--- src/rtl/tab_stop_engine_pkg.sv ---
// rtl/tab_stop_engine_pkg.sv - shared terminal types and constants for tab-stop handling
package tab_stop_engine_pkg;

    localparam int CONSOLE_COLUMNS = 80;
    localparam int TAB_INTERVAL    = 8;
    localparam int TAB_COUNT_W     = 8;

    typedef enum logic [2:0] {
        TAB_SET     = 3'd0,
        TAB_CLR_CUR = 3'd1,
        TAB_CLR_ALL = 3'd2,
        TAB_DEFAULT = 3'd3,
        TAB_FWD     = 3'd4,
        TAB_BWD     = 3'd5
    } tab_op_t;

    typedef enum logic {
        ST_IDLE = 1'b0,
        ST_SCAN = 1'b1
    } tab_state_t;

endpackage

--- src/rtl/tab_stop_bitmap.sv ---
// rtl/tab_stop_bitmap.sv - one stop bit per column with a write port and a combinational bit read
module tab_stop_bitmap
    import tab_stop_engine_pkg::*;
#(
    parameter int COLUMNS          = CONSOLE_COLUMNS,
    parameter int COL_W            = 8,
    parameter int DEFAULT_INTERVAL = TAB_INTERVAL
) (
    input  logic             clk,
    input  logic             rst_n,
    input  logic             wr_en_i,
    input  logic [2:0]       wr_op_i,
    input  logic [COL_W-1:0] wr_col_i,
    input  logic [COL_W-1:0] rd_col_i,
    output logic             rd_bit_o
);

    function automatic logic [COLUMNS-1:0] default_pattern();
        logic [COLUMNS-1:0] p;
        p = '0;
        for (int c = 0; c < COLUMNS; c += DEFAULT_INTERVAL) begin
            p[c] = 1'b1;
        end
        return p;
    endfunction

    localparam logic [COLUMNS-1:0] DEFAULT_PATTERN = default_pattern();

    logic [COLUMNS-1:0] bits_q;
    logic [COLUMNS-1:0] bits_d;

    // Column decode by comparison keeps indices COL_W wide without out-of-range selects.
    always_comb begin
        bits_d = bits_q;
        if (wr_en_i) begin
            case (tab_op_t'(wr_op_i))
                TAB_SET: begin
                    for (int c = 0; c < COLUMNS; c++) begin
                        if (wr_col_i == COL_W'(c)) bits_d[c] = 1'b1;
                    end
                end
                TAB_CLR_CUR: begin
                    for (int c = 0; c < COLUMNS; c++) begin
                        if (wr_col_i == COL_W'(c)) bits_d[c] = 1'b0;
                    end
                end
                TAB_CLR_ALL: bits_d = '0;
                TAB_DEFAULT: bits_d = DEFAULT_PATTERN;
                default:     bits_d = bits_q;
            endcase
        end
    end

    always_ff @(posedge clk or negedge rst_n) begin
        if (!rst_n) begin
            bits_q <= DEFAULT_PATTERN;
        end else begin
            bits_q <= bits_d;
        end
    end

    always_comb begin
        rd_bit_o = 1'b0;
        for (int c = 0; c < COLUMNS; c++) begin
            if (rd_col_i == COL_W'(c)) rd_bit_o = bits_q[c];
        end
    end

endmodule

--- src/rtl/tab_stop_engine.sv ---
// rtl/tab_stop_engine.sv - tab-stop command engine resolving HT/CHT/CBT motion one column per cycle
module tab_stop_engine
    import tab_stop_engine_pkg::*;
#(
    parameter int COLUMNS          = CONSOLE_COLUMNS,
    parameter int COL_W            = 8,
    parameter int DEFAULT_INTERVAL = TAB_INTERVAL
) (
    input  logic             clk,
    input  logic             rst_n,
    input  logic             cmd_valid,
    output logic             cmd_ready,
    input  logic [2:0]       cmd_op,
    input  logic [7:0]       cmd_count,
    input  logic [COL_W-1:0] cursor_col,
    output logic             result_valid,
    output logic [COL_W-1:0] result_col
);

    localparam logic [COL_W-1:0] LAST_COL = COL_W'(COLUMNS - 1);

    tab_state_t             state_q, state_d;
    logic [COL_W-1:0]       pos_q, pos_d;
    logic [TAB_COUNT_W-1:0] rem_q, rem_d;
    logic                   fwd_q, fwd_d;
    logic                   result_valid_q, result_valid_d;
    logic [COL_W-1:0]       result_col_q, result_col_d;

    logic             accept;
    logic [COL_W-1:0] clamped_col;
    logic [COL_W-1:0] boundary;
    logic [COL_W-1:0] step_col;
    logic             step_is_stop;

    assign accept      = cmd_valid && (state_q == ST_IDLE);
    assign clamped_col = (cursor_col > LAST_COL) ? LAST_COL : cursor_col;
    assign boundary    = fwd_q ? LAST_COL : '0;
    assign step_col    = fwd_q ? (pos_q + COL_W'(1)) : (pos_q - COL_W'(1));

    tab_stop_bitmap #(
        .COLUMNS          (COLUMNS),
        .COL_W            (COL_W),
        .DEFAULT_INTERVAL (DEFAULT_INTERVAL)
    ) u_bitmap (
        .clk      (clk),
        .rst_n    (rst_n),
        .wr_en_i  (accept),
        .wr_op_i  (cmd_op),
        .wr_col_i (clamped_col),
        .rd_col_i (step_col),
        .rd_bit_o (step_is_stop)
    );

    always_comb begin
        state_d        = state_q;
        pos_d          = pos_q;
        rem_d          = rem_q;
        fwd_d          = fwd_q;
        result_valid_d = 1'b0;
        result_col_d   = result_col_q;
        case (state_q)
            ST_IDLE: begin
                if (accept && (tab_op_t'(cmd_op) == TAB_FWD || tab_op_t'(cmd_op) == TAB_BWD)) begin
                    pos_d   = clamped_col;
                    rem_d   = (cmd_count == '0) ? TAB_COUNT_W'(1) : cmd_count;
                    fwd_d   = (tab_op_t'(cmd_op) == TAB_FWD);
                    state_d = ST_SCAN;
                end
            end
            ST_SCAN: begin
                if (pos_q == boundary) begin
                    result_col_d   = pos_q;
                    result_valid_d = 1'b1;
                    state_d        = ST_IDLE;
                end else begin
                    // Landing on the boundary ends the scan in the same edge, so latency equals distance.
                    pos_d = step_col;
                    if (step_is_stop) rem_d = rem_q - TAB_COUNT_W'(1);
                    if ((step_is_stop && rem_q == TAB_COUNT_W'(1)) || step_col == boundary) begin
                        result_col_d   = step_col;
                        result_valid_d = 1'b1;
                        state_d        = ST_IDLE;
                    end
                end
            end
            default: state_d = ST_IDLE;
        endcase
    end

    always_ff @(posedge clk or negedge rst_n) begin
        if (!rst_n) begin
            state_q        <= ST_IDLE;
            pos_q          <= '0;
            rem_q          <= '0;
            fwd_q          <= 1'b1;
            result_valid_q <= 1'b0;
            result_col_q   <= '0;
        end else begin
            state_q        <= state_d;
            pos_q          <= pos_d;
            rem_q          <= rem_d;
            fwd_q          <= fwd_d;
            result_valid_q <= result_valid_d;
            result_col_q   <= result_col_d;
        end
    end

    assign cmd_ready    = (state_q == ST_IDLE);
    assign result_valid = result_valid_q;
    assign result_col   = result_col_q;

endmodule

--- config.mk ---
export PLATFORM = sky130hd
export DESIGN_NAME = tab_stop_engine
export DESIGN_NICKNAME = d
export VERILOG_FILES = /design/src/rtl/tab_stop_engine_pkg.sv /design/src/rtl/tab_stop_bitmap.sv /design/src/rtl/tab_stop_engine.sv
export SDC_FILE = /design/constraint.sdc
export NUM_CORES = 1
export LEC_CHECK = 0
export ABC_CLOCK_PERIOD_IN_PS = 5130
export BUFFER_PORTS_ARGS = -buffer_cell sky130_fd_sc_hd__clkbuf_2
export CORE_MARGIN = 3
export CORE_UTILIZATION = 30
export CTS_BUF_LIST = sky130_fd_sc_hd__clkbuf_4 sky130_fd_sc_hd__clkbuf_8 sky130_fd_sc_hd__clkbuf_16
export CTS_CLUSTER_SIZE = 28
export DETAILED_ROUTE_END_ITERATION = 12
export PLACE_DENSITY = 0.44
export SLEW_MARGIN = 0
export SYNTH_ARGS = -nofsm -noshare
export SYNTH_HDL_FRONTEND = slang
export SYNTH_SLANG_ARGS = --single-unit
--- constraint.sdc ---
create_clock -name clk -period 5.13 [get_ports clk]
set_input_delay 0.513 -clock clk [delete_from_list [all_inputs] [get_ports clk]]
set_output_delay 0.513 -clock clk [all_outputs]
set_load 0.01 [all_outputs]
# == Word-level counts from Yosys, hierarchy flattened ==
# Cells that the tools add are included.
# op_classes
bitwise,1
n_lt_le_gt_ge,1
n_eq_ne,329
mux,261
n_addsub,3
reduce_logical,95
# op_table
operator,n
$eq A8 B6 Y1 const B,64
$ne A2 B1 Y1 const B,162
$pmux W80 S4,1
$reduce_and A4 Y1,80
$eq A8 B5 Y1 const B,32
$eq A8 B7 Y1 const B,32
$mux W1,246
$eq A8 B4 Y1 const B,16
$mux W8,10
$eq A8 B3 Y1 const B,8
$eq A8 B2 Y1 const B,4
$pmux W8 S2,2
$eq A8 B1 Y1 const B,3
$logic_not A8 Y1,3
$eq A8 B7 Y1,2
$sub A8 B1 Y8 const B,2
$add A8 B1 Y8 const B,1
$gt A8 B7 Y1 const B,1
$mux W7,1
$eq A3 B2 Y1 const B,2
$eq A3 B3 Y1 const B,2
$reduce_and A2 Y1,3
$reduce_bool A4 Y1,1
$eq A3 B1 Y1 const B,1
other kinds (8),11
# totals
out_inout_bits,10
regBits,107
elab_cells,776

# == Longest topological paths before layout ==
# Gate-level depths: netlist of the first run.
# logic_depth
word_depth,88
mapped_depth,17

# == Modules after synthesis ==
# Synthesis of the first run repeated with hierarchy kept, for this count alone.
# hier_totals
cells_unflattened,859
area_unflattened_um2,7216.9
# modules_own_cells
mod,area_each_um2,seq_area_each_um2,n_inst,cells_per_inst
tab_stop_bitmap,5317.6,2014.4,1,655
tab_stop_engine,1899.3,676.9,1,204

# == Worst setup path after synthesis of the first run ==
# No wires, ideal clock.
# synth_path
kind,register to register
startpoint,register fwd_q
endpoint,register result_col_q[1] (netlist: result_col[1])
path_stages_with_launch,18
setup_ps,125
t_arrival_ps,3883
required_time_ps,5005
setup_slack_ps,1122
path_buffers,2
cell_sequence,dfstp_2 > inv_1 > ha_1 > ha_1 > buf_2 > nor2b_1 > buf_2 > a221oi_1 > nor3_1 > o21ai_1 > a221o_1 > a2111oi_1 > o32ai_1 > a21oi_4 > a31oi_4 > a31o_4 > inv_6 > mux2_4
# synth_between
elab_chain_cells,86
elab_cells_between_ends,170
# synth_rtl
element,line,text
start: declaration,tab_stop_engine.sv:25,"logic fwd_q, fwd_d;"
start signal: assignment,tab_stop_engine.sv:102,fwd_q <= fwd_d;
$mux W8,tab_stop_engine.sv:38,assign step_col = fwd_q ? (pos_q + COL_W'(1)) : (pos_q - COL_W'(1));
$logic_not A8 Y1,tab_stop_bitmap.sv:65,if (rd_col_i == COL_W'(c)) rd_bit_o = bits_q[c];
$mux W1 (80 in series),tab_stop_bitmap.sv:65,
$logic_and A1 B1 Y1,tab_stop_engine.sv:79,if ((step_is_stop && rem_q == TAB_COUNT_W'(1)) || step_col == boundary) begin
$logic_or A1 B1 Y1,tab_stop_engine.sv:79,
$reduce_bool A2 Y1 (no source line),-,
$reduce_and A2 Y1 (no source line),-,
end signal: assignment,tab_stop_engine.sv:104,result_col_q <= result_col_d;
end: declaration,tab_stop_engine.sv:27,"logic [COL_W-1:0] result_col_q, result_col_d;"
# Parallel ways exist; a longest one is shown, timed or not. The select of a mux whose other input is x is not followed.
# A chain may end at the register's enable or synchronous reset.

# == Final worst setup path of the first run ==
# layout_path
startpoint,register fwd_q
endpoint,register result_col_q[3] (netlist: result_col[3])
# The elaborated chain is that of the path after synthesis.

==> results of run 1 <==
==> flip-flops by register name, indices dropped and copies added (netlist names) <==
name,count
pos_q,8
rem_q,8
state_q,1
result_col,8
result_valid,1
fwd_q,1
u_bitmap.bits_q,80
==> stage by stage <==
stage / instance area [sq um] / util, % / worst slack (ps)
floorplan: 7270 / - / 1120
CTS: 8100 / 34.3 / 493
global route: 8100 / 34.3 / 120
detailed placement: 7790 / 33.0 / 502
global placement: 7790 / 33.0 / 530
finish: 8100 / 34.3 / 439
==> worst max-delay path, stage by stage, from the launching register on <==
cell	delay, ps
dfstp_2	610
inv_1	150
ha_1	440
ha_1	410
buf_4	310
inv_1	180
buf_4	220
nand3_1	80
a21oi_1	50
a2111oi_0	750
o21ai_0	290
a21oi_4	300
a31oi_4	140
a31o_4	280
inv_6	80
mux2_4	290
==> synthesized netlist by cell type (all sizes together), types with 6 or more instances <==
| master | instances |
|---|---|
| nor2b | 8 |
| o21ai | 110 |
| mux2i | 8 |
| a211oi | 7 |
| nor2 | 61 |
| dfstp | 11 |
| mux2 | 16 |
| nand3 | 10 |
| ha | 12 |
| nand2b | 12 |
| nand2 | 195 |
| nor4 | 6 |
| a21oi | 37 |
| dfrtp | 96 |
| buf | 12 |
| a22oi | 76 |
| o311ai | 6 |
| a221oi | 10 |
| o22ai | 16 |
| nor3 | 22 |
| clkbuf | 51 |
| inv | 17 |
| a21o | 6 |
==> metal layers <==
| layer | global-route usage, % | part of all wire [%] | vias up |
|---|---|---|---|
| met5 | 0 | 0 | - |
| met4 | 4.85 | 1.8 | 0 |
| met3 | 6.31 | 8.3 | 35 |
| met2 | 29.5 | 42 | 241 |
| met1 | 31.3 | 48 | 3394 |
| li1 | - | - | 3304 |
==> cell type report <==
| class | instances | share of cell area (%) |
|---|---|---|
| clock buffer | 9 | 2.78 |
| clock inverter | 7 | 1.07 |
| inverter | 17 | 0.850 |
| multi-input combinational | 714 | 53.0 |
| sequential | 107 | 33.2 |
| tap | 319 | 4.93 |
| timing repair buffer | 55 | 4.17 |
==> path summary, 6_finish.rpt <==
check,startpoint,endpoint
worst max-delay path,fwd_q,result_col[3]
worst min-delay path,rst_n,u_bitmap.bits_q[3]
worst max register to register,fwd_q,result_col[3]
worst min register to register,result_col[7],result_col[7]
max in group asynchronous,rst_n,fwd_q
min in group clk,cmd_count[4],rem_q[4]
==> where the power goes <==
group	switching, mW	total [mW]	internal [mW]
clock network	0.361	0.749	0.388
logic	2.70	4.26	1.56
registers	0.289	1.40	1.11
total	3.35	6.42	3.06
==> cells by family (layout without fill, tap and decap cells) <==
group                      Yosys count  after routing  share of synthesized area (%)
and+or+nand+nor                    348            348                           21.1
buffers and inverters               80             88                           4.51
adders and majority gates           13             13                           2.34
AOI/OAI and AO/OA                  322            322                           30.4
DFF                                107            107                           37.0
xor gates and xnor gates             7              7                          0.844
muxes                               24             24                           3.79
==> flow_summary.json, run 1 <==
{
  "status": "finished clean",
  "reg2reg_depth": 15,
  "yosysUniqueCellTypes": 79,
  "holdWs_ps": 262,
  "grt_pass1_wl_microns": 42200,
  "synth-edff-count": 0,
  "vdd_drop_max_mv": 0.358,
  "cts-buffers-inserted": 9,
  "core_sq_um": 23600,
  "fmax_mhz": 213,
  "first_pass_iters": 5,
  "cts_root_buf": "clkbuf_16",
  "hold_violations": 0,
  "cts.hold.buffers_added": 0,
  "dieWidth_microns": 162,
  "viasPerCell": 5.68,
  "route.detailed.drc": 0,
  "synthArstFlopShare_pct": 100,
  "power.total_mw": 6.42,
  "netlist.area_leader.share_pct": 33.1,
  "multi_input_area_sq_um": 4290,
  "timing.final.max_slew_violations": 0,
  "rsz0062_at_grt": "no",
  "drtAntennaViolNets": 0,
  "clockBufferDepth": 2,
  "tns_ps": 0,
  "seqCellArea_sq_um": 2690,
  "clk_latency_ps": 360,
  "p_leak_nw": 3.53,
  "max-cap-violations": 0,
  "crit_arrival_ps": 4940,
  "setup.worst_path.start_class": "flip-flop",
  "synthesis.area_sq_um": 7270,
  "cts.repair.resized": 0,
  "fill_cells": 2492,
  "n_antenna_cell": 0,
  "rows": 56,
  "start_util_pct": 30.8,
  "seq_area_frac_synth_pct": 37.0,
  "maxSlewHeadroom_pct": 29.4,
  "path_class": "flip-flop to flip-flop",
  "ys_warn_count": 0,
  "layout-drive-gt1-share_pct": 14.0,
  "setup_viol": 0,
  "area_delta_synth_final_pct": 11.5,
  "finalCriticalPeriod_ps": 4690,
  "gp_congestion": 0.914,
  "io_buffers": 31,
  "post-route-period-util_pct": 91.4,
  "powerDensity_nw_per_um2": 792,
  "synth_area_leader_cell": "dfrtp_1",
  "regToRegSetupSlack_ps": 440,
  "ios": 32,
  "synth_nets": 936,
  "required_ps": 5380,
  "dieHeight_microns": 162,
  "dp_cells": 1212,
  "antenna_found_initial": 0,
  "clock_sinks": 107,
  "stdcell_count": 1228,
  "final_common_cell": "nand2_1",
  "dp_hpwl_microns": 19100,
  "final_nets": 939,
  "worstHoldPathType": "input port to asynchronous set/reset pin",
  "synth_cells": 901,
  "drt-wirelength-per-cell_microns": 22.1,
  "grt_pass1_vias": 6624,
  "final_cell_mix": "nand2_1, o21ai_0, dfrtp_1, a22oi_1, nor2_1",
  "route.vias.total": 6974,
  "critPathCaptureType": "flip-flop",
  "clkTransAtPathRegs_ps": 80,
  "yosys_most_used_dff": "dfrtp_1",
  "cp_max_fo": 18,
  "synth.avg_cell_area_sq_um": 8.06,
  "h-tree-depth": 3,
  "overflow": 0,
  "tightest_slew_ps": 1050,
  "die_area_sq_um": 26100,
  "grt_max_degree": 82,
  "finClkSkew_ps": 9.81,
  "synthTopCellsByArea": "dfrtp_1, nand2_1, a22oi_1, o21ai_0, dfstp_2",
  "cts_tree": "done",
  "track_usage_pct": 20.9,
  "postSynthRegisterBits": 107,
  "cts_setup_buffers": 0,
  "wl_microns": 27200,
  "drtIter0Drc": 776
}
(Power assumes the default switching activity.)
==> run 2, diff against run 1 <==
--- a/config.mk
+++ b/config.mk
@@ -5,9 +5,10 @@
 export SDC_FILE = /design/constraint.sdc
 export NUM_CORES = 1
 export LEC_CHECK = 0
+export ABC_AREA = 1
 export ABC_CLOCK_PERIOD_IN_PS = 5130
 export BUFFER_PORTS_ARGS = -buffer_cell sky130_fd_sc_hd__clkbuf_2
-export CORE_MARGIN = 3
+export CORE_MARGIN = 2
 export CORE_UTILIZATION = 30
 export CTS_BUF_LIST = sky130_fd_sc_hd__clkbuf_4 sky130_fd_sc_hd__clkbuf_8 sky130_fd_sc_hd__clkbuf_16
 export CTS_CLUSTER_SIZE = 28
==> constraint.sdc (replaced) <==
create_clock -name clk -period 5.13 [get_ports clk]
set_input_delay 0.513 -clock clk [delete_from_list [all_inputs] [get_ports clk]]
set_output_delay 0.513 -clock clk [all_outputs]
set_load 0.02 [all_outputs]
==> run 2 against run 1 <==
Net effect: the run now ends with setup timing left; flip-flop and latch count unchanged; synthesized cell count increased by 9.8%; hold slack got worse by 84 ps; count of clock-buffer cells in the layout increased by 2; die area decreased by 4.2%; non-clock buffer count increased by 82; critical path depth increased by 76; core utilization increased by 3.9 points; routed wire length decreased by 7.2%; setup slack got worse by 1900 ps; largest cell class unchanged; highest routed layer is now met5.
==> flow_summary.json, run 2 <==
{
  "critical_path.slowest_cell": "dfstp_2",
  "post-route-period-util_pct": 128,
  "h-tree-depth": 3,
  "first_pass_iters": 5,
  "cts_tree": "done",
  "viasPerCell": 5.02,
  "violations": "setup timing",
  "fin_ws_ps": -1450,
  "max-cap-violations": 0,
  "yosysUniqueCellTypes": 48,
  "slowest_delay_ps": 560,
  "dp_hpwl_microns": 17800,
  "synth_nets": 1024,
  "track_usage_pct": 21.0,
  "fill_cells": 2518,
  "start_util_pct": 30.5,
  "yosysMostFrequentCell": "nand2_1",
  "tightest_slew_ps": 940,
  "required_ps": 5390,
  "grt_max_degree": 161,
  "synth.avg_cell_area_sq_um": 7.21,
  "place_area_sq_um": 8310,
  "hold_violations": 0,
  "final_cell_mix": "nand2_1, o21ai_0, buf_4, dfrtp_1, inv_1",
  "core_sq_um": 23400,
  "drtIter0Drc": 433,
  "drtAntennaViolNets": 0,
  "drt-wirelength-per-cell_microns": 17.9,
  "timing.final.max_slew_violations": 0,
  "finalCriticalPeriod_ps": 6580,
  "clock_sinks": 107,
  "rows": 56,
  "largest_register_ffs": 80,
  "final_common_cell": "nand2_1",
  "cp_max_fo": 6,
  "rsz0062_at_grt": "yes",
  "clk_latency_ps": 370,
  "synthTopCellsByArea": "dfrtp_1, nand2_1, o21ai_0, a31oi_1, a21oi_1",
  "critPathCaptureType": "flip-flop",
  "netlist.area_leader.share_pct": 33.7,
  "place_ws_ps": -1630,
  "finClkSkew_ps": 8.68,
  "seq_area_frac_synth_pct": 37.8,
  "path_buf_inv": 5,
  "setup_viol": 18,
  "yosys_most_used_dff": "dfrtp_1",
  "synth_cells": 989,
  "n_antenna_cell": 0,
  "route.vias.total": 7087,
  "path_class": "flip-flop to flip-flop",
  "area_delta_synth_final_pct": 25.3,
  "synthesis.area_sq_um": 7130,
  "clockBufferDepth": 2,
  "maxSlewHeadroom_pct": 37.2,
  "final_nets": 1124,
  "crit_arrival_ps": 6850,
  "layout-drive-gt1-share_pct": 24.9,
  "status": "complete, but fails checks",
  "cts_root_buf": "clkbuf_16",
  "die_area_sq_um": 25000,
  "ios": 32,
  "overflow": 0,
  "synth_area_leader_cell": "dfrtp_1",
  "antenna_found_initial": 1,
  "clkTransAtPathRegs_ps": 80,
  "synthArstFlopShare_pct": 100,
  "synth-edff-count": 0,
  "synth_common_cells": "nand2_1, o21ai_0, inv_1, dfrtp_1, a21oi_1",
  "design_area_sq_um": 8930,
  "ys_warn_count": 0,
  "crit_top_cell": "nand2_1",
  "io_buffers": 31,
  "setup.worst_path.start_class": "flip-flop",
  "gp_congestion": 0.899,
  "regMostFlops": "u_bitmap.bits_q",
  "dieHeight_microns": 158,
  "route.detailed.drc": 0,
  "postSynthRegisterBits": 107,
  "dieWidth_microns": 158,
  "utilization_pct": 38.2,
  "worstHoldPathType": "input port to asynchronous set/reset pin",
  "fmax_mhz": 152,
  "wl_microns": 25200,
  "grt_pass1_wl_microns": 39700,
  "cts-buffers-inserted": 9,
  "grt_pass1_vias": 6817,
  "holdWs_ps": 178,
  "crit_family": "simple AND/OR/NAND/NOR gates"
}
==> run 2: cell types whose count changed after synthesis, moves of 15 or more <==
cell | before | now
inv_1 | 16 | 97
a31oi_1 | 4 | 80
a22oi_1 | 75 | 0
a21oi_1 | 35 | 86
nand3_1 | 10 | 53
inv_2 | 0 | 20
nor3_1 | 21 | 6
==> run 2: cell type report <==
cell class	count	area (sq um)	area share [%]
clock buffers	11	240	2.69
clock inverters	5	85.1	0.953
inverters	120	458	5.13
repair buffers	137	1030	11.6
multi-input cells	714	4020	45.0
flip-flops and latches	107	2690	30.1
well taps	319	399	4.47
==> run 2: repair_timing <==
action / in CTS / in global routing
gates resized for setup: 34 / 15
setup endpoints to repair: 18 / 18
buffers inserted: 7 / 2
hold buffers: 0 / 0
cloned: 1 / 0
endpoints found under the hold margin: 0 / 0
pin swaps: 9 / 2
==> run 2: worst register-to-register path, delay by kind of cell, from the launching register on <==
| family | cells | cell delay, ps |
|---|---|---|
| DFF | 1 | 560 |
| buffers and inverters | 5 | 560 |
| and+or+nand+nor | 83 | 4750 |
| AOI/OAI and AO/OA | 1 | 170 |
| xor gates and xnor gates | 1 | 200 |
| adders and majority gates | 1 | 250 |
==> run 2: layer usage <==
layer / track usage (%) / wire (microns)
met1: 29.5 / 12200
met2: 34.2 / 11800
met3: 2.57 / 831
met4: 5.79 / 412
met5: 0 / 11
==> run 2: through the flow <==
| step | setup TNS (ps) | cells |
|---|---|---|
| 2_1_floorplan | -9640 | 989 |
| 3_3_place_gp | -26800 | 1387 |
| 3_5_place_dp | -28440 | 1387 |
| 4_1_cts | -25960 | 1411 |
| 5_1_grt | -41660 | 1413 |
| 6_report | -25390 | 1413 |
==> run 2: worst paths after layout <==
kind                               start             endpoint  slack, ps  depth (start not counted)
setup / recovery                   fwd_q             rem_q[3]      -1450                         91
setup reg to reg                   fwd_q             rem_q[3]      -1450                         91
hold reg to reg            result_col[6]        result_col[6]        470                          2
min in group clk               cmd_op[0]                fwd_q        410                          2
max in group asynchronous          rst_n  u_bitmap.bits_q[23]       3690                          2
hold / removal                     rst_n             rem_q[2]        180                          1
==> run 2: cell families (layout without fill, tap and decap cells) <==
kind of cell    after synthesis  count (layout)  synth area share, %
buf+inv                     168             273                 9.18
flops                       107             107                 37.8
fa+ha+maj                    13              13                 2.39
compound gates              314             314                 24.6
xor+xnor                     12              12                 1.69
mux                           2               2                0.281
simple gates                373             373                 24.1
Power of run 2 is left out: the tool's default activity adds up to more than one toggle a clock period on the data nets, which glitch-free logic cannot reach.
==> run 3, diff against run 2 <==
--- a/config.mk
+++ b/config.mk
@@ -6,15 +6,14 @@
 export NUM_CORES = 1
 export LEC_CHECK = 0
 export ABC_AREA = 1
-export ABC_CLOCK_PERIOD_IN_PS = 5130
+export ABC_CLOCK_PERIOD_IN_PS = 8360
 export BUFFER_PORTS_ARGS = -buffer_cell sky130_fd_sc_hd__clkbuf_2
 export CORE_MARGIN = 2
-export CORE_UTILIZATION = 30
+export CORE_UTILIZATION = 50
 export CTS_BUF_LIST = sky130_fd_sc_hd__clkbuf_4 sky130_fd_sc_hd__clkbuf_8 sky130_fd_sc_hd__clkbuf_16
 export CTS_CLUSTER_SIZE = 28
 export DETAILED_ROUTE_END_ITERATION = 12
-export PLACE_DENSITY = 0.44
-export SLEW_MARGIN = 0
+export PLACE_DENSITY = 0.66
 export SYNTH_ARGS = -nofsm -noshare
 export SYNTH_HDL_FRONTEND = slang
 export SYNTH_SLANG_ARGS = --single-unit
==> constraint.sdc (replaced) <==
create_clock -name clk -period 8.36 [get_ports clk]
set_input_delay 0.836 -clock clk [delete_from_list [all_inputs] [get_ports clk]]
set_output_delay 0.836 -clock clk [all_outputs]
set_load 0.02 [all_outputs]
==> run 3 against run 2 <==
Net effect: the run now ends clean; global-route usage increased by 7.4 points; clock skew decreased by 1.6 ps; non-clock buffer count decreased by 101; count of clock-buffer cells in the layout increased by 3; sequential share of layout area increased by 5.0 points; fmax decreased by 7.0%; first-iteration DRC count increased by 66%; cell count decreased by 17%; design area decreased by 14%; core utilization increased by 17 points.
==> flow_summary.json, run 3 (synthesized netlist as in run 2, its figures left out) <==
{
  "max-cap-violations": 0,
  "layout-drive-gt1-share_pct": 13.9,
  "post-route-period-util_pct": 84.7,
  "drt-wirelength-per-cell_microns": 17.5,
  "route.vias.total": 6857,
  "drtIter0Drc": 719,
  "cp-startpoint": "fwd_q",
  "grt_max_degree": 135,
  "final_cell_mix": "nand2_1, o21ai_0, inv_1, dfrtp_1, a21oi_1",
  "viasPerCell": 5.85,
  "start_util_pct": 51.4,
  "finalCriticalPeriod_ps": 7080,
  "tightest_slew_ps": 1220,
  "io_buffers": 31,
  "dieWidth_microns": 123,
  "dp_hpwl_microns": 13900,
  "largest_register_ffs": 80,
  "maxSlewHeadroom_pct": 18.7,
  "crit_top_cell": "nand2_1",
  "status": "finished clean",
  "route.detailed.drc": 0,
  "r2r_start": "fwd_q",
  "rows": 43,
  "overflow": 0,
  "die_area_sq_um": 15200,
  "slowest_delay_ps": 610,
  "grt_pass1_wl_microns": 33300,
  "critPathCaptureType": "flip-flop",
  "tns_ps": 0,
  "finClkSkew_ps": 7.03,
  "fmax_mhz": 141,
  "path_class": "flip-flop to flip-flop",
  "cts_tree": "done",
  "fill_cells": 1360,
  "cts_root_buf": "clkbuf_16",
  "worstHoldPathType": "flip-flop to flip-flop",
  "clock_sinks": 107,
  "ios": 32,
  "setup_viol": 0,
  "first_pass_iters": 5,
  "clk_latency_ps": 360,
  "timing.final.max_slew_violations": 0,
  "antenna_found_initial": 0,
  "rsz0062_at_grt": "no",
  "final_common_cell": "nand2_1",
  "regMostFlops": "u_bitmap.bits_q",
  "reg2reg_depth": 83,
  "cts_setup_buffers": 0,
  "wl_microns": 20600,
  "clkTransAtPathRegs_ps": 70,
  "reg2reg_to": "rem_q[3]",
  "final_nets": 1023,
  "crit_arrival_ps": 7330,
  "cp_max_fo": 16,
  "min_delay_path_depth": 2,
  "hold_path_end": "result_col[4]",
  "cts.hold.buffers_added": 0,
  "min_from": "result_col[4]",
  "regToRegSetupSlack_ps": 1280,
  "n_antenna_cell": 0,
  "cts-buffers-inserted": 9,
  "drtAntennaViolNets": 0,
  "dieHeight_microns": 123,
  "track_usage_pct": 28.4,
  "hold_violations": 0,
  "area_delta_synth_final_pct": 7.48,
  "grt_pass1_vias": 6176,
  "gp_congestion": 0.982,
  "required_ps": 8610,
  "setup.worst_path.start_class": "flip-flop",
  "cts.repair.resized": 0,
  "core_sq_um": 13900,
  "critical_path.slowest_cell": "dfstp_2",
  "clockBufferDepth": 2,
  "h-tree-depth": 3
}
run 3: area by class of cell:
class | count | area (sq um) | share of cell area [%]
Sequential cell | 107 | 2690 | 35.1
Timing Repair Buffer | 36 | 195 | 2.55
Inverter | 120 | 453 | 5.91
Tap cell | 180 | 225 | 2.94
Clock inverter | 2 | 10.0 | 0.131
Clock buffer | 14 | 282 | 3.67
Multi-Input combinational cell | 714 | 3810 | 49.7
run 3: through the flow:
stage               area, sq um  setup slack (ps)  std cells  hold WS [ps]  util [%]
CTS                        7660              1310       1173           476      55.2
global route               7660               428       1173           511      55.2
detailed placement         7370              1370       1157           459      53.1
finish                     7660              1280       1173           468      55.2
global placement           7370              1490       1157           455      53.1
floorplan                  7130              2480        989           478         -
run 3: worst max path at each step:
stage	end	cells past startpoint	slack (ps)
2_1_floorplan	rem_q[0]	89	2480
3_3_place_gp	rem_q[3]	89	1490
3_5_place_dp	rem_q[3]	83	1370
4_1_cts	rem_q[3]	91	1310
5_1_grt	rem_q[3]	91	430
6_report	rem_q[3]	83	1280
run 3: worst max-delay path, delay by kind of cell (launching register included):
| family | cells | cell delay [ps] |
|---|---|---|
| AOI/OAI and AO/OA | 4 | 480 |
| xor gates and xnor gates | 1 | 170 |
| adders and majority gates | 1 | 490 |
| buffers and inverters | 3 | 490 |
| DFF | 1 | 610 |
| and+or+nand+nor | 74 | 4730 |
run 3: routing by layer:
metal | GRT usage (%) | routed length, microns | share of wire [%] | up-vias
li1 | - | - | - | 3364
met1 | 40.7 | 9510 | 46 | 3193
met2 | 42.6 | 9030 | 44 | 259
met3 | 7.66 | 1600 | 7.8 | 41
met4 | 7.17 | 426 | 2.1 | 0
met5 | 0 | 0 | 0 | -
Power of run 3 is left out for the same reason.
